## src/rtl/stack_ctrl.sv

```systemverilog
// LIFO stack controller driving a 16x4 registered-read memory.
// Serialises PUSH/POP/PEEK/CLEAR commands into single-cycle memory accesses and owns depth/full/empty.

`ifndef MEMORY_ADDR_BITS
`define MEMORY_ADDR_BITS 4
`endif
`ifndef MEMORY_MODE_IDLE
`define MEMORY_MODE_IDLE 2'b00
`endif
`ifndef MEMORY_MODE_READ
`define MEMORY_MODE_READ 2'b01
`endif
`ifndef MEMORY_MODE_WRITE
`define MEMORY_MODE_WRITE 2'b10
`endif
`ifndef MEMORY_MODE_CLEAR
`define MEMORY_MODE_CLEAR 2'b11
`endif

module stack_ctrl #(
  parameter int ADDR_BITS   = `MEMORY_ADDR_BITS,
  parameter int STACK_DEPTH = 16
) (
  input  logic                 clk,
  input  logic                 rst_n,
  input  logic                 cmd_valid,
  input  logic [1:0]           cmd_op,
  input  logic [3:0]           cmd_data,
  output logic                 cmd_ready,
  output logic                 rsp_valid,
  output logic [3:0]           rsp_data,
  output logic                 rsp_err,
  output logic [ADDR_BITS:0]   depth,
  output logic                 full,
  output logic                 empty,
  output logic [1:0]           mem_mode,
  output logic [ADDR_BITS-1:0] mem_addr,
  output logic [3:0]           mem_data_in,
  input  logic [3:0]           mem_data_out
);

  localparam logic [1:0] OP_PUSH  = 2'b00;
  localparam logic [1:0] OP_POP   = 2'b01;
  localparam logic [1:0] OP_PEEK  = 2'b10;
  localparam logic [1:0] OP_CLEAR = 2'b11;

  localparam logic [1:0] MODE_IDLE  = `MEMORY_MODE_IDLE;
  localparam logic [1:0] MODE_READ  = `MEMORY_MODE_READ;
  localparam logic [1:0] MODE_WRITE = `MEMORY_MODE_WRITE;
  localparam logic [1:0] MODE_CLEAR = `MEMORY_MODE_CLEAR;

  localparam logic [ADDR_BITS:0] DEPTH_MAX = (ADDR_BITS+1)'(STACK_DEPTH);
  localparam logic [ADDR_BITS:0] DEPTH_ONE = (ADDR_BITS+1)'(1);
  localparam logic [ADDR_BITS:0] DEPTH_ZERO = '0;

  typedef enum logic [2:0] {
    ST_INIT  = 3'd0,
    ST_IDLE  = 3'd1,
    ST_WRITE = 3'd2,
    ST_READ  = 3'd3,
    ST_WAIT  = 3'd4,
    ST_RESP  = 3'd5
  } state_t;

  state_t               state_q, state_d;
  logic [ADDR_BITS:0]   depth_q, depth_d;
  logic                 full_q, full_d;
  logic                 empty_q, empty_d;
  logic                 cmd_ready_q, cmd_ready_d;
  logic                 rsp_valid_q, rsp_valid_d;
  logic [3:0]           rsp_data_q, rsp_data_d;
  logic                 rsp_err_q, rsp_err_d;
  logic [1:0]           mem_mode_q, mem_mode_d;
  logic [ADDR_BITS-1:0] mem_addr_q, mem_addr_d;
  logic [3:0]           mem_data_in_q, mem_data_in_d;
  logic [ADDR_BITS:0]   depth_dec;

  assign depth_dec = depth_q - DEPTH_ONE;

  // Next-state and registered-output computation.
  always_comb begin
    state_d       = state_q;
    depth_d       = depth_q;
    cmd_ready_d   = 1'b0;
    rsp_valid_d   = 1'b0;
    rsp_data_d    = rsp_data_q;
    rsp_err_d     = rsp_err_q;
    mem_mode_d    = MODE_IDLE;
    mem_addr_d    = mem_addr_q;
    mem_data_in_d = mem_data_in_q;

    case (state_q)
      ST_INIT: begin
        // mem_mode_q doubles as the "clear already issued" marker.
        if (mem_mode_q == MODE_CLEAR) begin
          state_d     = ST_IDLE;
          cmd_ready_d = 1'b1;
        end else begin
          mem_mode_d = MODE_CLEAR;
        end
      end
      ST_IDLE: begin
        if (cmd_valid && cmd_ready_q) begin
          case (cmd_op)
            OP_PUSH: begin
              if (full_q) begin
                state_d    = ST_RESP;
                rsp_err_d  = 1'b1;
                rsp_data_d = 4'h0;
              end else begin
                state_d       = ST_WRITE;
                mem_mode_d    = MODE_WRITE;
                mem_addr_d    = depth_q[ADDR_BITS-1:0];
                mem_data_in_d = cmd_data;
                depth_d       = depth_q + DEPTH_ONE;
              end
            end
            OP_POP, OP_PEEK: begin
              if (empty_q) begin
                state_d    = ST_RESP;
                rsp_err_d  = 1'b1;
                rsp_data_d = 4'h0;
              end else begin
                state_d    = ST_READ;
                mem_mode_d = MODE_READ;
                mem_addr_d = depth_dec[ADDR_BITS-1:0];
                if (cmd_op == OP_POP) begin
                  depth_d = depth_dec;
                end else begin
                  depth_d = depth_q;
                end
              end
            end
            OP_CLEAR: begin
              // WRITE is reused as the pad cycle; a zeroed data_in makes it answer 0.
              state_d       = ST_WRITE;
              mem_mode_d    = MODE_CLEAR;
              mem_data_in_d = 4'h0;
              depth_d       = DEPTH_ZERO;
            end
            default: begin
              state_d = ST_IDLE;
            end
          endcase
        end else begin
          cmd_ready_d = 1'b1;
        end
      end
      ST_WRITE: begin
        state_d    = ST_RESP;
        rsp_data_d = mem_data_in_q;
        rsp_err_d  = 1'b0;
      end
      ST_READ: begin
        state_d = ST_WAIT;
      end
      ST_WAIT: begin
        state_d    = ST_RESP;
        rsp_data_d = mem_data_out;
        rsp_err_d  = 1'b0;
      end
      ST_RESP: begin
        state_d     = ST_IDLE;
        rsp_valid_d = 1'b1;
        cmd_ready_d = 1'b1;
      end
      default: begin
        state_d = ST_INIT;
      end
    endcase

    full_d  = (depth_d == DEPTH_MAX);
    empty_d = (depth_d == DEPTH_ZERO);
  end

  // State and output registers.
  always_ff @(posedge clk or negedge rst_n) begin
    if (!rst_n) begin
      state_q       <= ST_INIT;
      depth_q       <= DEPTH_ZERO;
      full_q        <= 1'b0;
      empty_q       <= 1'b1;
      cmd_ready_q   <= 1'b0;
      rsp_valid_q   <= 1'b0;
      rsp_data_q    <= 4'h0;
      rsp_err_q     <= 1'b0;
      mem_mode_q    <= MODE_IDLE;
      mem_addr_q    <= '0;
      mem_data_in_q <= 4'h0;
    end else begin
      state_q       <= state_d;
      depth_q       <= depth_d;
      full_q        <= full_d;
      empty_q       <= empty_d;
      cmd_ready_q   <= cmd_ready_d;
      rsp_valid_q   <= rsp_valid_d;
      rsp_data_q    <= rsp_data_d;
      rsp_err_q     <= rsp_err_d;
      mem_mode_q    <= mem_mode_d;
      mem_addr_q    <= mem_addr_d;
      mem_data_in_q <= mem_data_in_d;
    end
  end

  assign cmd_ready   = cmd_ready_q;
  assign rsp_valid   = rsp_valid_q;
  assign rsp_data    = rsp_data_q;
  assign rsp_err     = rsp_err_q;
  assign depth       = depth_q;
  assign full        = full_q;
  assign empty       = empty_q;
  assign mem_mode    = mem_mode_q;
  assign mem_addr    = mem_addr_q;
  assign mem_data_in = mem_data_in_q;

endmodule

```

## config.mk

```make
export PLATFORM = sky130hd
export DESIGN_NAME = stack_ctrl
export DESIGN_NICKNAME = d
export VERILOG_FILES = /design/src/rtl/stack_ctrl.sv
export SDC_FILE = /design/constraint.sdc
export NUM_CORES = 1
export LEC_CHECK = 0
export BUFFER_PORTS_ARGS = -buffer_cell sky130_fd_sc_hd__buf_2
export CAP_MARGIN = 20
export CORE_ASPECT_RATIO = 0.75
export CORE_UTILIZATION = 33
export DETAILED_ROUTE_END_ITERATION = 8
export GPL_TIMING_DRIVEN = 0
export PLACE_DENSITY = 0.53
export SLEW_MARGIN = 5
export SYNTH_ARGS = -nofsm -noshare
export SYNTH_HDL_FRONTEND = slang
export SYNTH_SLANG_ARGS = --single-unit
```

## constraint.sdc

```tcl
create_clock -name clk -period 1.5 [get_ports clk]
set_input_delay 0.15 -clock clk [delete_from_list [all_inputs] [get_ports clk]]
set_output_delay 0.15 -clock clk [all_outputs]
set_load 0.03 [all_outputs]
```

==> impl_results.rst <==
.. list-table::
   :header-rows: 1

   * - Metric
     - Value
   * - Estimated wirelength of the detail-placed design
     - approximately 2.8 mm
   * - Net total in the final layout
     - between 200 and 250
   * - Seq/Total Area, Yosys
     - 0.436
   * - Antenna violations before repair
     - 0
   * - Top cells by area, synth
     - dfrtp_1 (42%), o21ai_0 (4.8%), ha_1 (4.0%), nand2_1 (3.4%), nand2b_1 (3.2%)
   * - Hold WS
     - 0.118 ns
   * - Data required time at the worst endpoint
     - 1.69 ns
   * - RSZ-0062 raised after global routing
     - yes
   * - Worst-path fanout max
     - 4
   * - Maximum clock frequency
     - 591 MHz
   * - Layout cells sized above 1
     - 0.460
   * - Violations in the final reports
     - setup timing
   * - Shortest clock period the worst path allows after layout
     - 1.69 ns
   * - Leakage power figure
     - 0.984 nW
   * - Worst setup path startpoint
     - depth[0]
   * - Slew of the pin with the lowest slew margin
     - 0.637 ns
   * - Die width
     - 81.2 um
   * - Count of max-cap constraint violations
     - 0
   * - Synthesis-to-finish area growth
     - 36.0%
   * - Placement Cell Area
     - 1860 um^2
   * - Final number of hold-violating endpoints
     - 0
   * - Number of global-route vias before repair
     - 1239
   * - FF+latch count, synth
     - 27
   * - Maximum number of pins on one net before global-route repair
     - 28
   * - Worst slew margin relative to its limit
     - 0.575
   * - Post-synth top area cell
     - dfrtp_1
   * - Clock transition at the registers of the reported paths
     - ~0.1 ns
   * - Distinct cell type count of the synthesized netlist
     - 48
   * - Worst R2R Start
     - depth[0]
   * - Via density per instance
     - between 5 and 6
   * - Total setup violations reported at the end of the flow
     - 9
   * - Number of inserted diodes
     - 0
   * - Utilization of the core after routing
     - 0.470
   * - Effective utilization at floorplan
     - 0.345
   * - Detailed-route via count
     - 1415
   * - Height of the die
     - around 60 um
   * - Initial DRC Count
     - 75
   * - Number of buffers added by the clock tree synthesis step
     - 3
   * - CTS sink count
     - 27
   * - Mapped Avg Cell Area
     - 9.76 um^2
   * - Floorplan row count
     - 21
   * - Design Area, Final
     - around 2100 um^2
   * - Count of flip-flops with a built-in enable after synthesis
     - 0
   * - PD cells
     - roughly 2000 nW/um^2
   * - Port Buffers
     - 36
   * - Status
     - finished, violations left
   * - Launch instance of the worst min-delay path
     - cmd_data[0]
   * - FFs w/ async S/R, synth
     - 1.00
   * - Fill cell total of the finished layout
     - 431
   * - Type of the most critical hold path
     - in -> reg
   * - Setup clock skew after layout
     - 0.00437 ns
   * - Count of synthesis-stage warnings from yosys
     - 0
   * - Drt drc
     - 0
   * - Routability Congestion
     - ~0.8
   * - Area share of the largest cell type after synthesis
     - 0.419
   * - Clock tree from TritonCTS
     - done
   * - Core area
     - 4490 um^2
   * - Smallest setup slack after layout
     - -0.193 ns
   * - Fin crit share
     - 1.13
   * - Root Buffer Master
     - clkbuf_8
   * - Bufs on Longest Clock Path
     - 2
   * - Average wire per standard cell
     - 14.9 um
   * - Peak ir drop on the vdd network
     - 0.738 mV
   * - Crit path arrival time
     - 1.88 ns
   * - Latest clock arrival within the worst-skew pair
     - roughly 0.27 ns
   * - Setup crit end kind
     - flop
   * - Global-route wire length before repair
     - 6.20 mm
   * - Critical setup path kind
     - reg -> reg
   * - First-pass DRT Iterations
     - 4
   * - Grt total ovfl
     - 0
   * - Design Power
     - ~0.0043 W
   * - Final-report max-slew violation count
     - 0
   * - Ys flop type
     - dfrtp_1
   * - Die ar.
     - 4980 um^2
   * - Startpoint type of the worst setup path
     - flop
   * - Post-route ant nets
     - 0
   * - H-tree depth reported by CTS
     - 1
   * - Net count of the mapped netlist
     - 177
   * - I/O pin total
     - 37
   * - Count of mapped cells out of synthesis
     - 159
   * - Total Routed Length
     - approximately 4.0 mm
   * - Overall global routing resource usage
     - 0.169
   * - Synth Cell Area
     - approximately 1600 um^2
## placed cells by master (no fill, tap or decap), types with 4 or more instances in the layout
cell type	instances
a21oi_1	5
a221o_1	4
and3_1	4
buf_2	39
buf_4	16
dfrtp_1	20
dfrtp_2	6
inv_1	5
inv_2	4
mux2i_1	4
nand2_1	14
nand2b_1	4
nor2_1	8
o21ai_0	12
## critical path: stages (launching register included)
cell,delay [ns]
dfrtp_2,0.48
inv_2,0.09
ha_4,0.20
mux2i_1,0.12
o22ai_1,0.09
a32oi_1,0.23
nand2_1,0.16
nor4b_2,0.23
## cells in the mapped netlist, drive strengths merged, types with 2 or more instances
cell,number
dfrtp,26
a32oi,2
mux2i,4
inv,9
a211o,2
and3,5
a21oi,5
nor3b,2
a22oi,2
nor4,2
nand4b,2
nor2,9
nand2,15
o22ai,3
o21ai,16
o211ai,2
a221o,4
mux2,2
o21a,3
nor3,3
nand3,3
xnor2,2
nand2b,8
nor2b,2
buf,7
ha,5
## cells by family after synthesis
kind of cell | count (synthesis) | share of synthesized area
DFF | 27 | 0.436
xor gates and xnor gates | 3 | 0.0169
AOI/OAI and AO/OA | 44 | 0.190
muxes | 6 | 0.0403
adders and majority gates | 5 | 0.0403
buffers and inverters | 17 | 0.0581
and+or+nand+nor | 57 | 0.218
## metrics by stage
| stage | std cells | setup TNS [ns] | worst slack, ns |
|---|---|---|---|
| floorplan | 159 | -0.614 | -0.113 |
| global placement | 252 | -3.21 | -0.453 |
| detailed placement | 252 | -3.42 | -0.435 |
| CTS | 266 | -0.857 | -0.205 |
| global route | 272 | -1.59 | -0.301 |
| finish | 272 | -0.891 | -0.193 |
## final cells by class
| type | instances | area (um^2) | share of cell area |
|---|---|---|---|
| Sequential cell | 27 | 684 | 0.324 |
| Clock buffer | 4 | 45.0 | 0.0213 |
| Buffer | 7 | 48.8 | 0.0231 |
| Inverter | 9 | 33.8 | 0.0160 |
| Multi-Input combinational cell | 115 | 913 | 0.433 |
| Timing Repair Buffer | 53 | 314 | 0.149 |
| Tap cell | 57 | 71.3 | 0.0338 |
## worst paths after layout
kind | slack, ns | endpoint | cells after the start
setup / recovery | -0.19 | full | 7
hold / removal | 0.12 | mem_data_in[0] | 3
setup reg to reg | -0.19 | full | 7
hold reg to reg | 0.48 | mem_addr[2] | 2
max in group asynchronous | 0.63 | depth[0] | 2
min in group asynchronous | 0.42 | mem_addr[2] | 2
## report_power, final
| part | internal (W) | leakage [nW] | switching, W | total [W] |
|---|---|---|---|---|
| clock | 0.000191 | 0.0228 | 0.000234 | 0.000424 |
| combinational | 0.00104 | 0.633 | 0.00150 | 0.00254 |
| sequential | 0.00103 | 0.328 | 0.000269 | 0.00130 |
| total | 0.00226 | 0.984 | 0.00200 | 0.00426 |
## sequential cells by signal (all words and copies together), names as in the netlist, 2 cells and up
signal,count
rsp_data,4
depth,5
mem_mode,2
state_q,3
mem_addr,4
mem_data_in,4
## metal layers
layer / part of all wire / vias to the layer above / GRT usage
met2: 0.45 / 39 / 0.259
met3: 0.050 / 2 / 0.0415
met5: 0 / - / 0
met4: 0.0062 / 0 / 0.0153
met1: 0.49 / 691 / 0.249
li1: - / 683 / -
## timing repair
action                                  in CTS  in global routing
resized for setup                           10                 15
endpoints found under the setup margin      10                 14
hold buffers                                 1                  0
endpoints found under the hold margin       26                  0
setup buffers                               10                  8
pin swaps                                   13                 12
Power figures use the tool's default switching activity.
